===== src/rtl/compositor_pkg.sv =====
// Shared constants and pair-index helpers for the layer compositor and its drawers.
package compositor_pkg;

    localparam int MAX_LAYERS = 8;
    localparam logic [7:0] TRANSPARENT_ENCODING = 8'hFF;

    // Lexicographic index of pair (i,j), i<j, among n layers.
    function automatic int pair_idx(input int i, input int j, input int n);
        return i * n - (i * (i + 1)) / 2 + (j - i - 1);
    endfunction

    function automatic int num_pairs(input int n);
        return n * (n - 1) / 2;
    endfunction

endpackage


===== src/rtl/pair_hit_tracker.sv =====
// Per-pair frame accumulator: one-shot first-overlap event and published frame hit flag.
module pair_hit_tracker (
    input  logic clk,
    input  logic resetN,
    input  logic ov,
    input  logic startOfFrame,
    output logic hitEvent,
    output logic pairHit
);

    logic r_acc;
    logic r_hit;
    logic r_pair;

    // The startOfFrame pixel belongs to the new frame, so it seeds acc rather than ORing into it.
    always_ff @(posedge clk or negedge resetN) begin
        if (!resetN) begin
            r_acc  <= 1'b0;
            r_hit  <= 1'b0;
            r_pair <= 1'b0;
        end else if (startOfFrame) begin
            r_pair <= r_acc;
            r_acc  <= ov;
            r_hit  <= ov;
        end else begin
            r_acc  <= r_acc | ov;
            r_hit  <= ov & ~r_acc;
        end
    end

    assign hitEvent = r_hit;
    assign pairHit  = r_pair;

endmodule


===== src/rtl/layer_compositor.sv =====
// Fixed-priority pixel compositor with per-pair overlap tracking across frames.
module layer_compositor
    import compositor_pkg::*;
#(
    parameter int NUM_LAYERS = 4,
    parameter int NUM_PAIRS  = num_pairs(NUM_LAYERS)
) (
    input  logic                       clk,
    input  logic                       resetN,
    input  logic [NUM_LAYERS-1:0]      drawReq,
    input  logic [NUM_LAYERS-1:0][7:0] layerRGB,
    input  logic [7:0]                 backgroundRGB,
    input  logic                       startOfFrame,
    output logic [7:0]                 RGBOut,
    output logic [NUM_PAIRS-1:0]       hitEvent,
    output logic [NUM_PAIRS-1:0]       pairHit,
    output logic                       anyHit
);

    logic [NUM_LAYERS-1:0] w_grant;
    logic [7:0]            w_rgb;
    logic [7:0]            r_rgb;
    logic [NUM_PAIRS-1:0]  w_hit;
    logic [NUM_PAIRS-1:0]  w_pair;

    // One-hot grant to the lowest requesting index keeps the mux free of a long chain.
    genvar k;
    generate
        for (k = 0; k < NUM_LAYERS; k++) begin : g_grant
            if (k == 0) begin : g_first
                assign w_grant[k] = drawReq[k];
            end else begin : g_rest
                assign w_grant[k] = drawReq[k] & ~(|drawReq[k-1:0]);
            end
        end
    endgenerate

    always_comb begin
        w_rgb = '0;
        for (int n = 0; n < NUM_LAYERS; n++) begin
            w_rgb = w_rgb | ({8{w_grant[n]}} & layerRGB[n]);
        end
        if (!(|drawReq)) w_rgb = backgroundRGB;
    end

    always_ff @(posedge clk or negedge resetN) begin
        if (!resetN) r_rgb <= 8'h00;
        else         r_rgb <= w_rgb;
    end

    genvar i, j;
    generate
        for (i = 0; i < NUM_LAYERS; i++) begin : g_row
            for (j = i + 1; j < NUM_LAYERS; j++) begin : g_col
                localparam int P = pair_idx(i, j, NUM_LAYERS);
                pair_hit_tracker u_trk (
                    .clk          (clk),
                    .resetN       (resetN),
                    .ov           (drawReq[i] & drawReq[j]),
                    .startOfFrame (startOfFrame),
                    .hitEvent     (w_hit[P]),
                    .pairHit      (w_pair[P])
                );
            end
        end
    endgenerate

    assign RGBOut   = r_rgb;
    assign hitEvent = w_hit;
    assign pairHit  = w_pair;
    // pairHit is the registered copy of acc, so its OR updates on the same edge.
    assign anyHit   = |w_pair;

endmodule

===== config.mk =====
export PLATFORM = sky130hd
export DESIGN_NAME = layer_compositor
export DESIGN_NICKNAME = d
export VERILOG_FILES = /design/src/rtl/compositor_pkg.sv /design/src/rtl/pair_hit_tracker.sv /design/src/rtl/layer_compositor.sv
export SDC_FILE = /design/constraint.sdc
export NUM_CORES = 1
export LEC_CHECK = 0
export CAP_MARGIN = 20
export CORE_MARGIN = 2
export CORE_UTILIZATION = 35
export DETAILED_ROUTE_END_ITERATION = 16
export GPL_TIMING_DRIVEN = 1
export PLACE_DENSITY = 0.84
export SLEW_MARGIN = 10
export SYNTH_ARGS = -nofsm -noshare
export SYNTH_HDL_FRONTEND = slang
export SYNTH_SLANG_ARGS = --single-unit
export TNS_END_PERCENT = 10

===== constraint.sdc =====
create_clock -name clk -period 0.8 [get_ports clk]
set_input_delay 0.08 -clock clk [delete_from_list [all_inputs] [get_ports clk]]
set_output_delay 0.08 -clock clk [all_outputs]
set_load 0.005 [all_outputs]

==> results of run 1 <==
==> synth_stat cells, drive strengths merged <==
library cell and instances:
dfrtp 26, clkbuf 4, mux2 6, nor2 8
nor4 1, o22ai 8, a31oi 7, buf 15
o21ai 6, a211o 1, a21o 7, a21oi 8
nand2 14, or4 1, nor3b 9, inv 9
==> per-layer routing <==
layer  global-route usage (%)  vias to the layer above
met3                     3.65                        4
met4                     6.65                        0
met1                     20.3                      551
met2                     28.8                       56
met5                        0                        -
li1                         -                      579
==> worst max-delay path: cells and delay by family, from the launching register on <==
kind | cells | cell delay, ns
simple gates | 2 | 0.22
buf+inv | 2 | 0.27
flops | 1 | 0.41
==> layout make-up <==
class                      count  share of cell area (%)
timing repair buffer          86                    37.8
clock buffer                   4                    1.75
inverter                       9                    1.63
tap                           46                    2.78
sequential                    26                    31.5
multi-input combinational     76                    24.6
==> cell families after synthesis <==
family	after synthesis	synth area share, %
AOI/OAI and AO/OA	37	18.1
muxes	6	5.28
buffers and inverters	28	13.0
DFF	26	50.8
and+or+nand+nor	33	12.8
==> metrics by stage <==
stage,setup WS (ns),std cells,utilization (%)
final,-0.492,247,60.5
after global routing,-0.566,247,60.5
after detailed placement,-0.707,238,59.0
after CTS,-0.492,246,61.9
after global placement,-0.679,238,59.0
after floorplan,-0.299,130,-
==> power groups by stage <==
stage	logic [uW]	registers [uW]	clock network, uW
after floorplan	321	1520	0
final	879	1510	641
after global placement	840	1520	0
after detailed placement	851	1530	0
after CTS	879	1510	664
after global routing	958	1530	719
==> state kept, by name, summed over array words and instances, names as in the netlist <==
signal and flops:
g_row.g_col.u_trk.pairHit 6, g_row.g_col.u_trk.r_acc 6, RGBOut 8, g_row.g_col.u_trk.hitEvent 6
==> what timing repair did <==
item | CTS | global route
buffers inserted | 5 | 3
setup endpoints to repair | 40 | 35
pin swaps | 3 | 0
resized for setup | 65 | 25
==> final timing paths <==
check | start | end | slack, ns | cells after the start
min in group clk | startOfFrame | g_row[0].g_col[1].u_trk.r_acc | 0.28 | 3
hold / removal | resetN | g_row[0].g_col[1].u_trk.r_acc | 0.09 | 2
max in group asynchronous | resetN | RGBOut[1] | 0.55 | 2
hold reg to reg | g_row[2].g_col[3].u_trk.r_acc | g_row[2].g_col[3].u_trk.hitEvent | 0.49 | 1
setup / recovery | g_row[0].g_col[3].u_trk.pairHit | anyHit | -0.49 | 4
setup reg to reg | g_row[1].g_col[2].u_trk.pairHit | g_row[1].g_col[2].u_trk.pairHit | -0.31 | 4
==> out/qor.yml, run 1 <==
viasPerCell: 4.82
nets: 249
final_common_cell: "clkdlybuf4s50_1"
dpl_cell_area_um2: 2020
multi_input_area_um2: 508
cts.path.max_buffers: 2
synth_cell_types: 19
critPathArrivalTime_ns: 1.21
clk_latency_ns: 0.31
seq_area_um2: 651
yosysTopAreaCell: "dfrtp_1"
critPathSlowestCell: "dfrtp_1"
pwr-share-comb_pct: 29.0
place.gp.congestion: 0.790
tightestPinTransition_ns: 0.267
io_pins: 68
layout-drive-gt1-share_pct: 29.9
synth_top_area_share_pct: 50.8
die_y_um: 64.5
holdBufCountCts: 0
fillCellCount: 329
skew_ns: 0.00827
dieArea_um2: 4160
power_uw: 3030
finalSetupViolCount: 34
fmax_ghz: 0.774
antenna_left: 0
p_int_uw: 2290
synthCells: 130
swShare_pct: 24.5
power_frac_seq_pct: 49.9
critical_path_class: "reg2out"
portBuffers: 67
root_buffer: "clkbuf_4"
crit_fanout: 2
vdd.ir_drop.worst_v: 0.000602
min_period_ns: 1.29
topRoutingLayerUsed: "met4"
power_density_nw_per_um2: 1470
max_slew_margin_pct: 82.2
netSwitchingPower_uw: 743
start_util_pct: 37.5
wirelength_met1_um: 1300
pwr-share-clk_pct: 21.1
ctsHtreeMaxLevel: 1
grt_usage_pct: 16.7
core-area_um2: 3420
dr_wl_met2_um: 1680
firstDrtPassIters: 4
violations: "negative setup slack"
cap_viol_max_count: 0
cp-start-kind: "register"
syn_area_per_cell_um2: 9.85
routed_wl_um: 3280
critPathRequiredTime_ns: 0.72
synth_top_cells_by_area: "dfrtp_1 (51%), buf_4 (7.0%), nor3b_1 (5.3%), mux2_2 (5.3%), a21o_1 (4.1%)"
hpwl_um: 2400
cts_inserted_buffers: 3
rsz0062_at_grt: "true"
synth_warnings: 0
critPathMaxStageDelay_ns: 0.41
syn_to_final_growth_pct: 61.6
timing.final.ws_setup_ns: -0.492
syn-num-nets: 177
wl_per_cell_um: 13.3
finalHoldViolations: 0
ys_ff_latch: 26
final_cell_mix: "clkdlybuf4s50_1 (44), dfrtp_1 (26), clkbuf_2 (15)"
drt_iter0_markers: 56
status: "finished, violations left"
tns_ns: -6.71
worst_hold_slack_ns: 0.0913
path_clk_slew_ns: 0.14
grt_overflow: 0
period_share_pct: 162
wl_met3_um: 248
grt_pass1_wl_um: 5350
cts_tree: "built"
ys_seq_area_share_pct: 50.8
synth_area_um2: 1280
vias: 1190
leakage_uw: 0.000941
crit_path_cell_trace: "buf_4 -> nor4_2 -> nand2_1 -> buf_2"
die_x_um: 64.5
antenna_found_initial: 0
drcViolationCount: 0
grt_pass1_vias: 1232
grt_max_degree: 27
hold_path_class: "in2async"
worst_setup_path_end_kind: "primary output"
row_count: 21
diodes: 0
postLayoutCellArea_um2: 2070
clkSinkCount: 26
drv_slew: 0
Note: power is estimated with default switching activity, not from simulation.
==> run 2, diff against run 1 <==
Settings changed: CORE_ASPECT_RATIO set to 0.6, CTS_CLUSTER_DIAMETER set to 100, PLACE_DENSITY 0.84 to 0.85.
==> out/qor.yml, run 2 (synthesis results as in run 1) <==
path_clk_slew_ns: 0.09
grt_max_degree: 27
crit_path_cell_trace: "nor4_4 -> nand2_1 -> buf_2"
hold_path_class: "in2async"
finalSetupViolCount: 39
die_x_um: 82.1
portBuffers: 67
drcViolationCount: 0
rsz0062_at_grt: "true"
cap_viol_max_count: 0
cts_tree: "built"
critPathArrivalTime_ns: 1.18
crit_fanout: 2
grt_pass1_wl_um: 6030
cts.path.max_buffers: 2
grt_overflow: 0
grt_usage_pct: 19.5
antenna_left: 0
crit_buf_inv: 1
worst_hold_slack_ns: 0.159
root_buffer: "clkbuf_8"
violations: "negative setup slack"
r2r_cells: 3
timing.final.ws_setup_ns: -0.462
cts_inserted_buffers: 3
row_count: 16
max_slew_margin_pct: 78.1
skew_ns: 0.00243
antenna_found_initial: 0
drv_slew: 0
tns_ns: -3.47
wl_per_cell_um: 16.1
critical-path-top-delay-family: "flip-flops"
finalHoldViolations: 0
start_util_pct: 37.8
tightestPinTransition_ns: 0.328
critPathMaxStageDelay_ns: 0.43
status: "finished, violations left"
final_common_cell: "clkdlybuf4s50_1"
syn_to_final_growth_pct: 68.8
critPathSlowestCell: "dfrtp_1"
fmax_ghz: 0.792
place.gp.congestion: 0.827
largest_reg_flops: 8
holdBufCountCts: 0
final_cell_mix: "clkdlybuf4s50_1 (42), dfrtp_1 (26), clkbuf_2 (18)"
cp-start-kind: "register"
period_share_pct: 158
critPathRequiredTime_ns: 0.72
core-area_um2: 3380
clk_latency_ns: 0.27
layout-drive-gt1-share_pct: 35.3
routed_wl_um: 4000
hpwl_um: 2740
viasPerCell: 5.02
diodes: 0
power_density_nw_per_um2: 1630
io_pins: 68
nets: 252
worst-path-stages: 3
clkSinkCount: 26
worst_setup_path_end_kind: "primary output"
min_period_ns: 1.26
grt_pass1_vias: 1229
ctsHtreeMaxLevel: 1
vias: 1249
leakage_uw: 0.000977
dieArea_um2: 4170
firstDrtPassIters: 4
die_y_um: 50.8
vdd.ir_drop.worst_v: 0.00106
drt_iter0_markers: 98
critical_path_class: "reg2out"
## run 2: cell count changes in the layout (fill, tap and decap cells not counted), sizes merged
cell           delta
clkdlybuf4s50     -2
dlygate4sd2       -2
or4               +1
clkdlybuf4s15     +1
clkbuf            +2
bufinv            +1
buf               +2
## run 2: where the power goes
group | internal, uW | total (uW) | leakage, uW | switching, uW
registers | 1440 | 1520 | 0.000316 | 82.9
clock network | 669 | 1070 | 0.0000357 | 405
logic | 575 | 915 | 0.000626 | 340
## run 2: worst reg2reg max path: stages (launching register included)
cell and delay, ns:
dfrtp_1 0.43, buf_4 0.15, buf_6 0.10, mux2_2 0.24
## run 2: what timing repair did
action / 4_1_cts / 5_1_grt
gates cloned: 0 / 2
buffers inserted: 4 / 1
pin swaps: 2 / 4
endpoints found under the setup margin: 45 / 43
gates resized for setup: 65 / 47
## run 2: through the flow
| stage | util (%) | std cells | worst slack [ns] | total power [uW] | cell area [um2] |
|---|---|---|---|---|---|
| after floorplan | - | 130 | -0.299 | 1850 | 1300 |
| after global routing | 63.9 | 249 | -0.513 | 3690 | 2160 |
| after global placement | 59.7 | 239 | -0.691 | 2370 | 2020 |
| after detailed placement | 59.7 | 239 | -0.701 | 2390 | 2020 |
| final | 63.9 | 249 | -0.462 | 3510 | 2160 |
| after CTS | 63.4 | 246 | -0.493 | 3500 | 2140 |
## run 2: layout make-up
cell class	instances	area, um2
Multi-Input combinational cell	77	547
Clock inverter	1	30.0
Clock buffer	3	41.3
Fill cell	274	1220
Timing Repair Buffer	88	802
Tap cell	45	56.3
Sequential cell	26	651
Inverter	9	33.8
## run 2: worst paths after layout
kind                       slack (ns)                             from                               end
min                              0.16                           resetN  g_row[1].g_col[2].u_trk.hitEvent
max in group asynchronous        0.49                           resetN  g_row[2].g_col[3].u_trk.hitEvent
max                             -0.46  g_row[1].g_col[2].u_trk.pairHit                            anyHit
max reg2reg                     -0.23  g_row[1].g_col[2].u_trk.pairHit   g_row[1].g_col[2].u_trk.pairHit
min reg2reg                      0.47    g_row[2].g_col[3].u_trk.r_acc  g_row[2].g_col[3].u_trk.hitEvent
min in group clk                 0.17                       drawReq[2]                         RGBOut[1]
## run 2: routing by layer
metal,global-route usage (%),part of all wire (%),up-vias
met1,28.4,47,609
met4,2.50,0.28,0
met5,0,0,-
li1,-,-,589
met3,4.77,7.4,2
met2,30.2,45,49
